<file path="src/rtl/mul_pkg.sv">
// Shared types and result slicing for the iterative RV32M-style multiplier.
package mul_pkg;

   // Upper bound on XLEN so slice_result can work on a fixed-width container.
   localparam int MAX_XLEN = 128;

   typedef enum logic [2:0] {
      OP_MUL    = 3'b000,
      OP_MULH   = 3'b001,
      OP_MULHSU = 3'b010,
      OP_MULHU  = 3'b011
   } mul_op_e;

   typedef enum logic [1:0] {
      ST_IDLE,
      ST_BUSY,
      ST_DONE
   } mul_state_e;

   function automatic mul_op_e decode_op(input logic [2:0] f);
      case (f)
         3'b001:  return OP_MULH;
         3'b010:  return OP_MULHSU;
         3'b011:  return OP_MULHU;
         default: return OP_MUL;
      endcase
   endfunction

   function automatic logic [MAX_XLEN-1:0] slice_result(input mul_op_e op,
                                                        input logic [2*MAX_XLEN-1:0] full,
                                                        input int unsigned xlen);
      logic [2*MAX_XLEN-1:0] w_hi;
      w_hi = full >> xlen;
      return (op == OP_MUL) ? full[MAX_XLEN-1:0] : w_hi[MAX_XLEN-1:0];
   endfunction

endpackage

</file>
<file path="src/rtl/mul_radix_step.sv">
// One radix-2^BPC iteration: adds multiplicand * mbits into the running product.
module mul_radix_step #(
   parameter int XLEN = 32,
   parameter int BPC  = 1
) (
   input  logic [2*XLEN-1:0] i_product,
   input  logic [2*XLEN-1:0] i_mcand,
   input  logic [BPC-1:0]    i_mbits,
   output logic [2*XLEN-1:0] o_product
);

   always_comb begin
      o_product = i_product;
      for (int i = 0; i < BPC; i++) begin
         if (i_mbits[i]) o_product = o_product + (i_mcand << i);
      end
   end

endmodule

</file>
<file path="src/rtl/pipelined_serial_multiplier.sv">
// Radix-2^BPC iterative multiplier with valid/ready handshakes, tag and flush.
// Optional early termination on an exhausted multiplier: PSMUL_EARLY_TERM_EN.
module pipelined_serial_multiplier #(
   parameter int XLEN  = 32,
   parameter int BPC   = 1,
   parameter int TAG_W = 5
) (
   input  logic              clk,
   input  logic              rst_n,
   input  logic              in_valid,
   output logic              in_ready,
   input  logic [2:0]        funct3,
   input  logic [XLEN-1:0]   op_a,
   input  logic [XLEN-1:0]   op_b,
   input  logic [TAG_W-1:0]  in_tag,
   input  logic              flush,
   output logic              out_valid,
   input  logic              out_ready,
   output logic [XLEN-1:0]   out_result,
   output logic [2*XLEN-1:0] out_result_full,
   output logic [TAG_W-1:0]  out_tag,
   output logic              busy
);
   import mul_pkg::*;

   localparam int ITERS = XLEN / BPC;
   localparam int CNT_W = $clog2(ITERS) + 1;

   mul_state_e r_state, w_state_next;
   mul_op_e    r_op, w_op_in;

   logic [2*XLEN-1:0]     r_mcand, r_product, r_result_full;
   logic [XLEN-1:0]       r_mplier, r_result;
   logic [CNT_W-1:0]      r_count;
   logic                  r_sign;
   logic [TAG_W-1:0]      r_tag, r_out_tag;

   logic                  w_accept, w_last;
   logic                  w_a_neg, w_b_neg;
   logic [XLEN-1:0]       w_a_mag, w_b_mag, w_mplier_next;
   logic [2*XLEN-1:0]     w_prod_next, w_final;
   logic [2*MAX_XLEN-1:0] w_full_ext;
   logic [MAX_XLEN-1:0]   w_slice;
   logic                  w_unused;

   // Operand conditioning: signed operands are reduced to magnitude plus a result sign.
   assign w_op_in = decode_op(funct3);
   assign w_a_neg = (w_op_in != OP_MULHU) && op_a[XLEN-1];
   assign w_b_neg = ((w_op_in == OP_MUL) || (w_op_in == OP_MULH)) && op_b[XLEN-1];
   assign w_a_mag = w_a_neg ? -op_a : op_a;
   assign w_b_mag = w_b_neg ? -op_b : op_b;

   mul_radix_step #(.XLEN(XLEN), .BPC(BPC)) u_step (
      .i_product (r_product),
      .i_mcand   (r_mcand),
      .i_mbits   (r_mplier[BPC-1:0]),
      .o_product (w_prod_next)
   );

   assign w_mplier_next = r_mplier >> BPC;
   assign w_final       = r_sign ? -w_prod_next : w_prod_next;

`ifdef PSMUL_EARLY_TERM_EN
   assign w_last = (r_count == CNT_W'(ITERS - 1)) || (w_mplier_next == '0);
`else
   assign w_last = (r_count == CNT_W'(ITERS - 1));
`endif

   always_comb begin
      w_full_ext = '0;
      w_full_ext[2*XLEN-1:0] = w_final;
   end
   assign w_slice  = slice_result(r_op, w_full_ext, XLEN);
   assign w_unused = ^w_slice[MAX_XLEN-1:XLEN];

   always_ff @(posedge clk or negedge rst_n) begin
      if (!rst_n) r_state <= ST_IDLE;
      else        r_state <= w_state_next;
   end

   // Flush wins over both the last iteration and out_ready.
   always_comb begin
      w_state_next = r_state;
      w_accept     = 1'b0;
      case (r_state)
         ST_IDLE: if (in_valid && !flush) begin
            w_accept     = 1'b1;
            w_state_next = ST_BUSY;
         end
         ST_BUSY: begin
            if (flush)       w_state_next = ST_IDLE;
            else if (w_last) w_state_next = ST_DONE;
         end
         ST_DONE: if (flush || out_ready) w_state_next = ST_IDLE;
         default: w_state_next = ST_IDLE;
      endcase
   end

   always_ff @(posedge clk or negedge rst_n) begin
      if (!rst_n) begin
         r_mcand       <= '0;
         r_mplier      <= '0;
         r_product     <= '0;
         r_count       <= '0;
         r_sign        <= 1'b0;
         r_op          <= OP_MUL;
         r_tag         <= '0;
         r_result_full <= '0;
         r_result      <= '0;
         r_out_tag     <= '0;
      end else if (w_accept) begin
         r_mcand   <= {{XLEN{1'b0}}, w_a_mag};
         r_mplier  <= w_b_mag;
         r_product <= '0;
         r_count   <= '0;
         r_sign    <= w_a_neg ^ w_b_neg;
         r_op      <= w_op_in;
         r_tag     <= in_tag;
      end else if (r_state == ST_BUSY) begin
         r_product <= w_prod_next;
         r_mcand   <= r_mcand << BPC;
         r_mplier  <= w_mplier_next;
         r_count   <= r_count + 1'b1;
         if (w_last && !flush) begin
            r_result_full <= w_final;
            r_result      <= w_slice[XLEN-1:0];
            r_out_tag     <= r_tag;
         end
      end
   end

   assign in_ready        = (r_state == ST_IDLE);
   assign busy            = (r_state != ST_IDLE);
   assign out_valid       = (r_state == ST_DONE);
   assign out_result      = r_result;
   assign out_result_full = r_result_full;
   assign out_tag         = r_out_tag;

endmodule

</file>
<file path="config.mk">
export PLATFORM = sky130hd
export DESIGN_NAME = pipelined_serial_multiplier
export DESIGN_NICKNAME = d
export VERILOG_FILES = /design/src/rtl/mul_pkg.sv /design/src/rtl/mul_radix_step.sv /design/src/rtl/pipelined_serial_multiplier.sv
export SDC_FILE = /design/constraint.sdc
export NUM_CORES = 1
export LEC_CHECK = 0
export BUFFER_PORTS_ARGS = -buffer_cell sky130_fd_sc_hd__clkbuf_2
export CORE_MARGIN = 2
export CORE_UTILIZATION = 42
export DETAILED_ROUTE_END_ITERATION = 10
export GPL_TIMING_DRIVEN = 0
export MAX_ROUTING_LAYER = met4
export PLACE_DENSITY = 0.63
export SYNTH_ARGS = -nofsm -noshare
export SYNTH_HDL_FRONTEND = slang
export SYNTH_HIERARCHICAL = 1
export SYNTH_SLANG_ARGS = --single-unit
</file>
<file path="constraint.sdc">
create_clock -name clk -period 5.35 [get_ports clk]
set_clock_uncertainty 0.1 [all_clocks]
set_input_delay 0.2675 -clock clk [delete_from_list [all_inputs] [get_ports clk]]
set_output_delay 0.2675 -clock clk [all_outputs]
set_load 0.01 [all_outputs]
</file>
==> results of run 1 <==
[logic make-up after synthesis]
kind of cell	Yosys count	synth area share
adders and majority gates	68	0.0446
DFF	277	0.360
AOI/OAI and AO/OA	684	0.222
and+or+nand+nor	907	0.218
xor gates and xnor gates	165	0.0751
buffers and inverters	206	0.0412
muxes	66	0.0379
[worst max-delay path by stage]
stage	depth (start not counted)	slack, ps	end	from
detailed placement	17	-710	out_result[31]	r_product[43]
floorplan	17	580	out_result[14]	r_product[17]
finish	17	50	out_result_full[54]	r_product[17]
global placement	1	-2000	out_tag[0]	rst_n
global route	17	-50	out_result_full[60]	r_product[17]
CTS	17	0.6	out_result[20]	r_product[26]
[area by class of cell]
| type | count | share of cell area |
|---|---|---|
| Tap cell | 600 | 0.0320 |
| Sequential cell | 277 | 0.295 |
| Clock inverter | 18 | 0.0109 |
| Buffer | 154 | 0.0258 |
| Clock buffer | 42 | 0.0392 |
| Multi-Input combinational cell | 1890 | 0.510 |
| Inverter | 45 | 0.00719 |
| Timing Repair Buffer | 276 | 0.0798 |
[power by group]
| group | internal (mW) | switching (mW) |
|---|---|---|
| Clock | 1.48 | 0.998 |
| Sequential | 2.43 | 0.326 |
| Combinational | 1.93 | 3.59 |
[layout by cell type (no fill, tap or decap), drive strengths merged, types with 8 or more instances in the layout]
cell,instances
a221oi,8
xnor2,63
nand2,500
or3,20
nor3,33
mux2,55
and2,9
ha,67
or4,32
inv,47
clkbuf,345
o21bai,20
a22oi,8
o31ai,39
o221ai,9
nand3,42
mux2i,11
buf,57
nand4,41
o21ai,269
dfrtp,277
or2,12
xor2,102
a21o,33
dlygate4sd3,70
a31oi,50
a21oi,147
and3,34
o41ai,28
nor2,118
nor4,30
[what timing repair did]
action | in CTS | in global routing
pin swaps | 9 | 24
setup buffers | 5 | 15
hold buffers | 70 | 0
endpoints found under the setup margin | 38 | 53
gates resized for setup | 32 | 67
endpoints found under the hold margin | 176 | 0
[worst min-delay path: stages]
cell and delay [ps]:
clkbuf_2 140, xor2_1 90, a21oi_1 140
[through the flow]
step / area (um^2) / hold WS (ps) / setup slack (ps) / TNS (ps)
2_1_floorplan: 19200 / -128 / 580 / 0
3_3_place_gp: 20900 / 354 / -2000 / -556710
3_5_place_dp: 21000 / 140 / -709 / -11700
4_1_cts: 23100 / 1.63 / 0.594 / 0
5_1_grt: 23500 / 29.6 / -54.8 / -129
6_report: 23500 / 24.6 / 49.4 / 0
[metal layers]
layer	track usage	wire (um)	vias to the layer above
li1	-	-	9133
met1	0.408	31600	9501
met2	0.476	32700	816
met3	0.0377	4500	151
met4	0.105	2600	0
met5	-	0	-
[sequential cells by signal (all words and copies together), names as in the netlist]
name,flops
r_state,2
r_count,6
r_sign,1
out_result_full,64
out_tag,5
r_mplier,32
r_tag,5
r_op,2
out_result,32
r_product,64
r_mcand,64
==> flow_metrics.env, run 1 <==
export IMPL_cts_max_path_buffers=3
export IMPL_rows=78
export IMPL_max_vdd_ir_drop_v=0.000244
export IMPL_timing_critical_path_mode_cell="a21o_1"
export IMPL_synth_top_area_frac=0.360
export IMPL_drt_iter0_markers=1742
export IMPL_drive_gt1_frac=0.167
export IMPL_seqCellArea_um2=6930
export IMPL_track_usage=0.304
export IMPL_yosysWarnings=6
export IMPL_hp_start="op_a[20]"
export IMPL_synth_commonest_cells="nand2_1 (498), dfrtp_1 (277), o21ai_0 (253)"
export IMPL_cts_root_buf="clkbuf_16"
export IMPL_numPortBuffers=180
export IMPL_path_class="register to register"
export IMPL_vias=19601
export IMPL_firstDrtPassIters=5
export IMPL_avgSynthCellArea_um2=8.11
export IMPL_synth_seq_cells=277
export IMPL_nNetsFinal=2823
export IMPL_start_util=0.425
export IMPL_power_mw=10.8
export IMPL_wl_um=71400
export IMPL_slowest_delay_ps=600
export IMPL_gp_congestion=0.983
export IMPL_synth_area_leaders="dfrtp_1 (36%), nand2_1 (9.7%), o21ai_0 (6.6%)"
export IMPL_pwr_density_cell_nw_per_um2=458
export IMPL_ant_nets=0
export IMPL_core_um2=45300
export IMPL_crit_buf_inv=2
export IMPL_grt_pass1_wl_um=109000
export IMPL_outcome="finished clean"
export IMPL_utilization=0.519
export IMPL_grt_max_degree=96
export IMPL_cap_violations=0
export IMPL_avgRoutedWirePerCell_um=21.6
export IMPL_area_growth_pct=22.1
export IMPL_fin_crit_ps=5300
export IMPL_cp_slowest_cell="or4_4"
export IMPL_path_clk_slew_ps=60
export IMPL_stdcell_count=3302
export IMPL_tightestPinTransition_ps=1160
export IMPL_slew_headroom=0.216
export IMPL_ios=181
export IMPL_crit_path_end_kind="register"
export IMPL_syn_area_um2=19200
export IMPL_r2r_start="r_product[17]"
export IMPL_post_place_cells=3159
export IMPL_n_fill_cell=4405
export IMPL_ctsHtreeMaxLevel=2
export IMPL_rr_worst_depth=17
export IMPL_die_area_um2=47500
export IMPL_yosysMostFrequentCell="nand2_1"
export IMPL_hold_path_end="r_mcand[20]"
export IMPL_grt_pass1_vias=18670
export IMPL_hold_path_class="input pin to register"
export IMPL_grt_overflow=0
export IMPL_worstPathRequired_ps=5680
export IMPL_cts_sinks=277
export IMPL_synth_edf_count=0
export IMPL_reg2reg_to="out_result_full[54]"
export IMPL_crit_family="compound AO/OA/AOI/OAI gates"
export IMPL_setup_viol=0
export IMPL_yosysSeqAreaShare=0.360
export IMPL_synth_flop_cell="dfrtp_1"
export IMPL_die_h_um=218
export IMPL_critPathMaxFanout=8
export IMPL_post_route_drc_count=0
export IMPL_clk_latency_ps=570
export IMPL_yosysUniqueCellTypes=83
export IMPL_n_antenna_cell=0
export IMPL_hpwl_um=54800
export IMPL_cp_data_arrival_time_ps=5630
export IMPL_max_freq_mhz=189
export IMPL_async_flop_share=1.00
export IMPL_cts_tree="built"
export IMPL_reg2reg_setup_slack_ps=50
export IMPL_multiInputGateArea_um2=12000
export IMPL_hold_depth=3
export IMPL_antenna_found_initial=0
export IMPL_crit_chain="ha_1, buf_2, a21o_1, a21o_1, a221oi_2, o22ai_2, o31ai_4, buf_4, o31a_1, xnor2_1, mux2_2, or4_4, nor4_4, nand2_2, o41ai_2, xor2_1, o21ai_0"
export IMPL_syn_nets=2518
export IMPL_final_hold_violation_count=0
export IMPL_finalMaxSlewViolations=0
export IMPL_post_drt_via_cell_ratio=5.94
export IMPL_finalCritPeriodShare=0.991
export IMPL_die_x_um=218
export IMPL_yosysTopAreaCell="dfrtp_1"
export IMPL_critical_path_startpoint_type="register"
export IMPL_leakagePower_nw=10.4
export IMPL_syn_instance_count=2373
export IMPL_cts_made_buffers=34
(Power assumes the default switching activity.)
==> run 2, diff against run 1 <==
GPL_TIMING_DRIVEN = not set   (was 0)
==> flow_metrics.env, run 2 (same netlist as run 1, synthesis figures left out) <==
export IMPL_outcome="finished clean"
export IMPL_area_growth_pct=20.7
export IMPL_grt_max_degree=121
export IMPL_setup_viol=0
export IMPL_cp_slowest_cell="or4_1"
export IMPL_grt_overflow=0
export IMPL_post_drt_via_cell_ratio=5.85
export IMPL_max_vdd_ir_drop_v=0.000230
export IMPL_crit_chain="ha_1, a21oi_2, o21ai_1, a21o_1, a221oi_1, o221ai_1, a31oi_4, o211ai_1, xor2_1, mux2_2, or4_1, or2_2, or4_4, o41ai_4, xor2_1, o221ai_1"
export IMPL_rows=78
export IMPL_final_common_cell="nand2_1"
export IMPL_cts_made_buffers=35
export IMPL_p_seq_frac=0.252
export IMPL_cp_data_arrival_time_ps=5500
export IMPL_antenna_found_initial=0
export IMPL_hpwl_um=47000
export IMPL_cap_violations=0
export IMPL_leakagePower_nw=10.4
export IMPL_gp_congestion=0.981
export IMPL_utilization=0.512
export IMPL_die_area_um2=47500
export IMPL_critical_path_startpoint_type="register"
export IMPL_fin_ws_ps=130
export IMPL_n_antenna_cell=0
export IMPL_p_clk_frac=0.234
export IMPL_final_hold_violation_count=0
export IMPL_finalCritPeriodShare=0.976
export IMPL_path_class="register to register"
export IMPL_worstPathRequired_ps=5630
export IMPL_swShare=0.441
export IMPL_track_usage=0.279
export IMPL_core_um2=45300
export IMPL_max_freq_mhz=192
export IMPL_crit_path_end_kind="register"
export IMPL_finalMaxSlewViolations=0
export IMPL_fin_crit_ps=5220
export IMPL_grt_pass1_wl_um=103000
export IMPL_p_comb_frac=0.513
export IMPL_slew_headroom=0.342
export IMPL_ctsHtreeMaxLevel=2
export IMPL_firstDrtPassIters=6
export IMPL_clk_latency_ps=550
export IMPL_path_clk_slew_ps=60
export IMPL_wl_um=64800
export IMPL_cts_sinks=277
export IMPL_drt_iter0_markers=1320
export IMPL_start_util=0.425
export IMPL_ios=181
export IMPL_ant_nets=0
export IMPL_grt_pass1_vias=18252
export IMPL_p_int_mw=6.10
export IMPL_vias=18819
export IMPL_die_h_um=218
export IMPL_slowest_delay_ps=530
export IMPL_avgRoutedWirePerCell_um=20.1
export IMPL_cts_tree="built"
export IMPL_post_route_drc_count=0
export IMPL_p_switching_mw=4.81
export IMPL_cts_max_path_buffers=3
export IMPL_final_cell_mix="nand2_1 (498), dfrtp_1 (275), o21ai_0 (248)"
export IMPL_pwr_density_cell_nw_per_um2=470
export IMPL_tightestPinTransition_ps=973
export IMPL_cts_root_buf="clkbuf_16"
export IMPL_drive_gt1_frac=0.192
export IMPL_die_x_um=218
export IMPL_hold_path_class="input pin to register"
export IMPL_numPortBuffers=180
export IMPL_nNetsFinal=2737
export IMPL_place_ws_ps=-179
export IMPL_critPathMaxFanout=7
## run 2: changes by cell type in the layout (fill, tap and decap cells not counted), sizes merged
cell         change
buf             +45
clkbuf         -119
clkinv           +3
clkinvlp         -6
dlygate4sd3      -8
inv              -1
## run 2: power by group through the flow
stage	clock network (mW)	logic, mW	registers (mW)
after floorplan	0	3.44	2.67
after global placement	0	5.16	2.76
after detailed placement	0	5.21	2.78
after CTS	2.59	5.29	2.75
after global routing	2.68	6.05	2.80
final	2.55	5.60	2.75
## run 2: timing repair
item                                   in CTS  in global routing
setup buffers                               0                  7
resized for setup                           4                 58
pin swaps                                   2                 14
endpoints found under the hold margin      98                  0
hold buffers                               62                  0
setup endpoints to repair                   3                 39
## run 2: critical path, delay by kind of cell, from the launching register on
kind                     cells  cell delay (ps)
multiplexers                 1              320
flip-flops                   1              400
AND/OR/NAND/NOR              3             1410
XOR/XNOR                     2              370
AO/OA/AOI/OAI                9             2020
adder cells (fa/ha/maj)      1              430
## run 2: metrics by stage
step	cells	hold WS [ps]	area [um^2]	total power [mW]	setup TNS (ps)
2_1_floorplan	2373	-128	19200	6.11	0
3_3_place_gp	3086	92.1	21000	7.92	-355
3_5_place_dp	3086	92.8	21000	7.99	-299
4_1_cts	3209	1.38	22900	10.6	0
5_1_grt	3216	37.8	23200	11.5	-36.4
6_report	3216	13.1	23200	10.9	0
## run 2: area by class of cell
cell class                 count  area, um^2
fill                        4259       22100
sequential                   277        6930
clock inverter                14         201
tap                          600         751
timing repair buffer         343        2300
multi-input combinational   1890       11800
inverter                      45         169
clock buffer                  47        1030
## run 2: path summary, 6_finish.rpt
check	start	to	cells after the start	slack [ps]
max	r_product[24]	out_result[20]	16	130
min	op_b[12]	r_mplier[12]	3	10
max reg2reg	r_product[24]	out_result[20]	16	130
min reg2reg	r_tag[0]	out_tag[0]	2	370
max in group asynchronous	rst_n	r_mplier[0]	3	3760
min in group asynchronous	rst_n	r_mcand[46]	2	110
## run 2: layer usage
| metal | up-vias | GRT usage | wire length [um] |
|---|---|---|---|
| li1 | 8929 | - | - |
| met2 | 621 | 0.449 | 30600 |
| met1 | 9143 | 0.366 | 28500 |
| met4 | 0 | 0.0914 | 2090 |
| met3 | 126 | 0.0351 | 3610 |
| met5 | - | - | 0 |
